`config.mk`:
```
export PLATFORM = sky130hd
export DESIGN_NAME = ex_muldiv
export DESIGN_NICKNAME = d
export VERILOG_FILES = /design/src/rtl/ex_muldiv.sv
export SDC_FILE = /design/constraint.sdc
export NUM_CORES = 1
export LEC_CHECK = 0
export ABC_AREA = 1
export BUFFER_PORTS_ARGS = -buffer_cell sky130_fd_sc_hd__buf_2
export CORE_UTILIZATION = 45
export DETAILED_ROUTE_END_ITERATION = 7
export PLACE_DENSITY = 0.72
export SYNTH_ARGS = -nofsm -noshare
export SYNTH_HDL_FRONTEND = slang
export SYNTH_SLANG_ARGS = --single-unit
```
`constraint.sdc`:
```
create_clock -name clk -period 3 [get_ports clk]
set_input_delay 0.6 -clock clk [delete_from_list [all_inputs] [get_ports clk]]
set_output_delay 0.6 -clock clk [all_outputs]
set_load 0.03 [all_outputs]
```
`src/rtl/ex_muldiv.sv`:
```
// Iterative 32-bit multiply/divide unit with architectural HI/LO for the MIPS EX stage.
// Radix-2 shift-add multiply and restoring divide, 32 iterations plus one sign-fix cycle.
module ex_muldiv (
    input  logic        clk,
    input  logic        rst,
    input  logic        start,
    input  logic [2:0]  op,
    input  logic [31:0] src_a,
    input  logic [31:0] src_b,
    input  logic        flush,
    output logic        busy,
    output logic        done,
    output logic [31:0] hi,
    output logic [31:0] lo
);
    localparam logic [2:0] OP_MULT  = 3'b001;
    localparam logic [2:0] OP_MULTU = 3'b010;
    localparam logic [2:0] OP_DIV   = 3'b011;
    localparam logic [2:0] OP_DIVU  = 3'b100;
    localparam logic [2:0] OP_MTHI  = 3'b101;
    localparam logic [2:0] OP_MTLO  = 3'b110;

    typedef enum logic [1:0] {IDLE, MUL, DIV, FIX} state_e;

    state_e      state_q, state_d;
    logic [4:0]  cnt_q, cnt_d;
    logic [31:0] mcand_q, mcand_d;     // multiplicand, or divisor
    logic [63:0] acc_q, acc_d;         // product; low half holds dividend/quotient
    logic [31:0] rem_q, rem_d;
    logic        neg_res_q, neg_res_d;
    logic        neg_rem_q, neg_rem_d;
    logic        is_div_q, is_div_d;
    logic        dbz_q, dbz_d;
    logic [31:0] hi_q, hi_d;
    logic [31:0] lo_q, lo_d;
    logic        done_q, done_d;

    logic        is_signed;
    logic [31:0] abs_a, abs_b, mag_a, mag_b;
    logic [32:0] add_sum;
    logic [32:0] shifted;
    logic [31:0] diff;
    logic        ge;
    logic [63:0] prod_fix;
    logic [31:0] quo_fix, rem_fix;

    always_comb begin
        state_d   = state_q;
        cnt_d     = cnt_q;
        mcand_d   = mcand_q;
        acc_d     = acc_q;
        rem_d     = rem_q;
        neg_res_d = neg_res_q;
        neg_rem_d = neg_rem_q;
        is_div_d  = is_div_q;
        dbz_d     = dbz_q;
        hi_d      = hi_q;
        lo_d      = lo_q;
        done_d    = 1'b0;

        is_signed = (op == OP_MULT) || (op == OP_DIV);
        abs_a     = src_a[31] ? (~src_a + 32'd1) : src_a;
        abs_b     = src_b[31] ? (~src_b + 32'd1) : src_b;
        mag_a     = is_signed ? abs_a : src_a;
        mag_b     = is_signed ? abs_b : src_b;

        add_sum   = {1'b0, acc_q[63:32]} + {1'b0, mcand_q};
        shifted   = {rem_q, acc_q[31]};
        ge        = shifted >= {1'b0, mcand_q};
        // True difference is below the divisor whenever ge holds, so 32 bits suffice.
        diff      = shifted[31:0] - mcand_q;

        prod_fix  = neg_res_q ? (~acc_q + 64'd1) : acc_q;
        quo_fix   = neg_res_q ? (~acc_q[31:0] + 32'd1) : acc_q[31:0];
        rem_fix   = neg_rem_q ? (~rem_q + 32'd1) : rem_q;

        case (state_q)
            IDLE: begin
                if (start && !flush) begin
                    case (op)
                        OP_MTHI: hi_d = src_a;
                        OP_MTLO: lo_d = src_a;
                        OP_MULT, OP_MULTU, OP_DIV, OP_DIVU: begin
                            is_div_d  = (op == OP_DIV) || (op == OP_DIVU);
                            neg_res_d = is_signed && (src_a[31] ^ src_b[31]);
                            neg_rem_d = is_signed && src_a[31];
                            dbz_d     = (src_b == 32'd0);
                            cnt_d     = 5'd0;
                            rem_d     = 32'd0;
                            if (is_div_d) begin
                                mcand_d = mag_b;
                                acc_d   = {32'd0, mag_a};
                                state_d = DIV;
                            end else begin
                                mcand_d = mag_a;
                                acc_d   = {32'd0, mag_b};
                                state_d = MUL;
                            end
                        end
                        default: ;
                    endcase
                end
            end
            MUL: begin
                if (acc_q[0]) acc_d = {add_sum, acc_q[31:1]};
                else          acc_d = {1'b0, acc_q[63:1]};
                if (cnt_q == 5'd31) begin
                    cnt_d   = 5'd0;
                    state_d = FIX;
                end else begin
                    cnt_d = cnt_q + 5'd1;
                end
            end
            DIV: begin
                if (ge) begin
                    rem_d        = diff;
                    acc_d[31:0]  = {acc_q[30:0], 1'b1};
                end else begin
                    rem_d        = shifted[31:0];
                    acc_d[31:0]  = {acc_q[30:0], 1'b0};
                end
                if (cnt_q == 5'd31) begin
                    cnt_d   = 5'd0;
                    state_d = FIX;
                end else begin
                    cnt_d = cnt_q + 5'd1;
                end
            end
            FIX: begin
                if (is_div_q) begin
                    // Zero divisor leaves the dividend in the remainder, so hi already equals src_a.
                    lo_d = dbz_q ? 32'hFFFF_FFFF : quo_fix;
                    hi_d = rem_fix;
                end else begin
                    {hi_d, lo_d} = prod_fix;
                end
                state_d = IDLE;
                done_d  = 1'b1;
            end
            default: state_d = IDLE;
        endcase

        if (flush && state_q != IDLE) begin
            state_d = IDLE;
            cnt_d   = 5'd0;
            hi_d    = hi_q;
            lo_d    = lo_q;
            done_d  = 1'b0;
        end
    end

    always_ff @(posedge clk or negedge rst) begin
        if (!rst) begin
            state_q   <= IDLE;
            cnt_q     <= 5'd0;
            mcand_q   <= 32'd0;
            acc_q     <= 64'd0;
            rem_q     <= 32'd0;
            neg_res_q <= 1'b0;
            neg_rem_q <= 1'b0;
            is_div_q  <= 1'b0;
            dbz_q     <= 1'b0;
            hi_q      <= 32'd0;
            lo_q      <= 32'd0;
            done_q    <= 1'b0;
        end else begin
            state_q   <= state_d;
            cnt_q     <= cnt_d;
            mcand_q   <= mcand_d;
            acc_q     <= acc_d;
            rem_q     <= rem_d;
            neg_res_q <= neg_res_d;
            neg_rem_q <= neg_rem_d;
            is_div_q  <= is_div_d;
            dbz_q     <= dbz_d;
            hi_q      <= hi_d;
            lo_q      <= lo_d;
            done_q    <= done_d;
        end
    end

    assign busy = (state_q != IDLE);
    assign done = done_q;
    assign hi   = hi_q;
    assign lo   = lo_q;
endmodule

```
After elaboration in Yosys (flattened, before gate mapping). Index checks and enable logic that the tools add are counted.

Input bits: 71. Output and inout port bits: 66. Flip-flop bits (word level): 204.

Bitwise gates (word level): 7. Equal/unequal tests: 17. Add/subtract/negate cells: 8. $lt $le $gt $ge: 1. Reduce and logical (&&, ||, !) cells: 25. Mux-type cells: 41.

Operators with widths (count): $mux 32 (18); $mux 64 (4); $pmux 32 s2 (4); $add 32x1->32 const B (4); $not 32->32 (4); $pmux 32 s3 (1); $add 64x1->64 const B (1); $not 64->64 (1); $add 32x32->33 (1); $ge 33x32->1 (1); $logic_not 32->1 (1); $sub 32x32->32 (1); $mux 5 (4); $reduce_and 3->1 (6); $mux 2 (5); $pmux 5 s2 (1); $eq 3x3->1 const B (3); $reduce_and 4->1 (2); $reduce_bool 2->1 (4); $eq 3x2->1 const B (2); $ne 2x1->1 const B (3); $pmux 2 s3 (1); $reduce_bool 3->1 (2); $add 5x1->5 const B (1); 17 further kinds (24).

Longest topological paths before layout.
Depth in word-level cells: 8. Mapped depth: 18.

Worst setup path after synthesis. Ideal clock, no wire load.

Path kind: register -> register. From: register acc_q[0]. To: register hi_q[16] (netlist: hi[16]). Period minus slack after synthesis: 2.354 ns. Setup slack: 0.646 ns. Data required time: 2.879 ns. Arrival: 2.233 ns. Cell stages (with the launch flop): 16. Library setup time: 0.121 ns. Path buffers: 2. Cell sequence: dfrtp_1 -> inv_2 -> clkbuf_1 -> clkbuf_1 -> ha_1 -> nand2_1 -> nor2_4 -> nand3_1 -> nand2_1 -> nand2_1 -> nor2_1 -> nand3_1 -> nand3_1 -> nand2_1 -> nand2_1 -> a21oi_1.

Cells in the longest elaborated chain, start to end: 5.

Ends and longest elaborated chain: start: declaration (RTL line 28) `logic [63:0] acc_q, acc_d;`; start signal: assignment (RTL line 157) `acc_q <= 64'd0;`; start signal: assignment (RTL line 170) `acc_q <= acc_d;`; $not 64->64 (RTL line 73) `prod_fix = neg_res_q ? (~acc_q + 64'd1) : acc_q;`; $add 64x1->64 (RTL line 73); $mux 64 (RTL line 73); $mux 32 (RTL line 130) `if (is_div_q) begin`; $pmux 32 s2 (RTL line 77) `case (state_q)`; end signal: assignment (RTL line 176) `hi_q <= hi_d;`; end: declaration (RTL line 34) `logic [31:0] hi_q, hi_d;`.

Every way passes these cells. A chain may end at the register's enable or synchronous reset.

Final worst setup path.
From: register acc_q[1]. To: register hi_q[2] (netlist: hi[2]).

Same word-level chain as after synthesis.

==> flow_summary.rst <==
.. list-table::
   :header-rows: 1

   * - Metric
     - Value
   * - Status
     - finished, final reports clean
   * - Rows
     - 75
   * - Cell area after technology mapping
     - roughly 0.019 mm2
   * - Total Nets Final
     - 3481
   * - Startpoint kind of the worst setup timing path
     - flip-flop
   * - Pin count of the biggest net entering global routing
     - just under 90
   * - Wirelength, routed
     - about 96 mm
   * - Number of buffers on the longest clock path
     - 3
   * - Clk sink count
     - between 200 and 250
   * - Clock input transition at the sequential cells of the worst setup and hold paths
     - approximately 0.060 ns
   * - Std-Cell Core Area
     - between 0.04 and 0.05 mm2
   * - Diodes inserted
     - 0
   * - Maximum vdd ir drop
     - ~1.3 mV
   * - Number of enable-type register cells in the synthesized netlist
     - 0
   * - Critical R2R Launch
     - acc_q[1]
   * - R2R cell count
     - 10
   * - Hold_sp
     - src_b[30]
   * - Met1 layer wirelength in the final routing
     - about 41 mm
   * - Total gr overflow
     - 0
   * - Filler cells
     - around 4.5k
   * - Met2 layer wire length in the routed design
     - between 30 and 40 mm
   * - Placed insts
     - roughly 3.8k
   * - Worst Setup Path Type
     - reg -> reg
   * - Met3 wire length
     - 12.0 mm
   * - Layout overhead on the synthesized area
     - 13.9%
   * - Nets in the synthesized netlist
     - about 3.3k
   * - Final min period
     - between 2 and 3 ns
   * - Share of the clock period used by the worst path
     - 0.965
   * - Power per cell area
     - roughly 1100 mW/mm2
   * - Die area
     - approximately 0.043 mm2
   * - YS warnings
     - 0
   * - RePlAce Congestion
     - between 1 and 1.5
   * - Clk Tree Root Cell
     - clkbuf_16
   * - CP Capture Type
     - flip-flop
   * - Number of buffers inserted by post-CTS setup repair
     - 0
   * - DRT Pass-1 Iters
     - 8
   * - Top_reg_cell synth
     - dfrtp_1
   * - HP Class
     - in -> reg
   * - Synthesized area per cell
     - slightly above 6 um2
   * - Reg-to-reg endpoint
     - hi[2]
   * - Number of buffers inserted by port buffering
     - approximately 140
   * - First-pass GRT wire length
     - about 140 mm
   * - DRC violations left
     - 0
   * - Chip width
     - around 210 um
   * - Synthesis-stage register bit count
     - around 200
   * - Least-Margin Pin Slew
     - about 1.1 ns
   * - Count of endpoints failing hold in the final timing report
     - 0
   * - Overall Global Routing Usage
     - 0.434
   * - Utilization after layout
     - 0.520
   * - Unrepaired setup endpoints after global routing
     - no
   * - TritonCTS clock tree
     - done
   * - Synthesized instance count
     - 3178
   * - Floorplan die height
     - about 210 um
   * - End point of the critical path
     - hi[2]
   * - Final-report setup violation count
     - 0
   * - Vias per cell
     - 5.97
   * - Slew Limit Headroom
     - 0.238
   * - Register-to-register setup slack
     - between 0.1 and 0.15 ns
   * - Max Slew Vio Count
     - 0
   * - Share of synthesized flip-flops with an asynchronous set or reset
     - 1.00
   * - Clock latency on the worst-skew pair
     - 0.59 ns
   * - Layout cell share with drive strength beyond 1
     - 0.103
   * - Max Used Layer
     - met5
   * - Origin of the worst setup path
     - acc_q[1]
   * - Detailed Route Iter0 Violations
     - between 3k and 4k
   * - Design Power
     - between 20 and 25 mW
   * - Number of CTS-inserted buffers
     - 27
   * - Top fanout value on the critical path
     - 6
   * - Fin Setup TNS
     - 0 ns
   * - Sequential cell area fraction in the yosys report
     - 0.266
   * - Starting density of the core
     - 0.457
   * - Placed wire-length estimate after detailed placement
     - about 78 mm
   * - Overall via count from detail_route
     - 23.3k
   * - Count of non-filler cells in the finished layout
     - around 4k
   * - H-tree lvl count
     - 1
   * - Number of nets still failing antenna checks after routing
     - 0
   * - Number of antenna violations at the first check in global routing
     - 2
   * - Data arrival, critical path
     - 3.40 ns
   * - Num ports
     - 137
   * - Max Fclk
     - approximately 350 MHz
   * - Routed length per placed instance
     - ~25 um
   * - Via count of the first global-routing pass
     - around 21k
   * - Worst Path Required
     - around 3.5 ns
   * - Clock tree skew after final layout
     - 0.0310 ns
   * - Library cells used by synthesis
     - 54
   * - Static Leakage
     - ~11 nW
   * - Max-cap violation count
     - 0
-- worst min path at each step --
stage                to  slack (ns)  depth (start not counted)
2_1_floorplan  acc_q[0]        0.30                          0
3_3_place_gp     lo[19]        0.46                          2
3_5_place_dp      dbz_q        0.46                          2
4_1_cts           dbz_q        0.27                          2
5_1_grt           dbz_q        0.31                          2
6_report          dbz_q        0.27                          2
-- through the flow --
| stage | setup slack (ns) | area, um2 | hold WS (ns) |
|---|---|---|---|
| 2_1_floorplan | 0.646 | 19200 | 0.304 |
| 3_3_place_gp | 0.175 | 20900 | 0.463 |
| 3_5_place_dp | 0.182 | 20900 | 0.464 |
| 4_1_cts | 0.189 | 21900 | 0.271 |
| 5_1_grt | 0.0109 | 21900 | 0.311 |
| 6_report | 0.106 | 21900 | 0.275 |
-- synthesized netlist by cell type, types with 31 or more instances --
library cell  instances  area share
a21oi_1             252       0.066
buf_2                33      0.0086
clkbuf_1             65       0.013
dfrtp_1             204        0.27
ha_1                 74       0.048
inv_1               317       0.062
nand2_1             878        0.17
nand3_1             264       0.069
nand4_1              39       0.013
nor2_1              497       0.097
nor3_1               31      0.0081
o21ai_0             224       0.058
o221ai_1             32       0.015
o22ai_1              33       0.011
xor2_1               56       0.026
-- layer usage --
metal / GRT usage / up-vias
met5: 0 / -
met4: 0.209 / 2
met3: 0.111 / 251
met2: 0.599 / 1472
met1: 0.624 / 10700
li1: - / 10800
-- registers in the layout, summed over array words and instances (netlist names) --
name and cells:
neg_rem_q 1, lo 32, dbz_q 1, mcand_q 32
cnt_q 5, is_div_q 1, done 1, acc_q 64
hi 32, neg_res_q 1, state_q 2, rem_q 32
-- power breakdown --
group	switching (mW)	internal, mW	total (mW)	leakage [nW]
clock network	1.47	1.99	3.46	0.441
registers	1.37	3.86	5.23	2.53
logic	11.4	4.61	16.0	7.99
total	14.2	10.5	24.7	11.0
-- layout make-up --
| class | count | area [um2] | share of cell area |
|---|---|---|---|
| clock inverters | 18 | 196 | 0.00898 |
| clock buffers | 31 | 721 | 0.0330 |
| repair buffers | 233 | 1520 | 0.0696 |
| multi-input cells | 2536 | 12400 | 0.567 |
| inverters | 332 | 1250 | 0.0571 |
| well taps | 539 | 674 | 0.0308 |
| flip-flops and latches | 204 | 5110 | 0.234 |
-- cells by family after synthesis --
group | after synthesis | share of synthesized area
buffers and inverters | 438 | 0.0898
xor gates and xnor gates | 76 | 0.0347
DFF | 204 | 0.266
adders and majority gates | 76 | 0.0503
and+or+nand+nor | 1756 | 0.377
muxes | 1 | 0.000521
AOI/OAI and AO/OA | 627 | 0.182
-- critical path: stages (launching register included) --
cell and delay [ns]:
dfrtp_1 0.37, inv_1 0.15, ha_1 0.21, nand2_1 0.18, nor2_4 0.28, nand3_1 0.29, o21ai_2 0.52, inv_1 0.12
o21ai_0 0.17, nand3_1 0.28, a21oi_1 0.24
-- what timing repair did --
item | 4_1_cts | 5_1_grt
hold buffers | 1 | 0
gates resized for setup | 0 | 7
setup endpoints to repair | 0 | 14
hold endpoints to repair | 4 | 0
-- placed cells by master, fill, tap and decap left out, types with 27 or more instances in the layout --
cell and n:
xor2_1 56, nand3_1 264, nand2_1 878, a21oi_1 252, nor2_1 494, dfrtp_1 201, o221ai_1 32, o21ai_0 224
o22ai_1 33, inv_1 317, nand4_1 39, ha_1 71, buf_4 88, clkbuf_16 27, nor3_1 31, buf_2 135
Power figures use the tool's default switching activity.
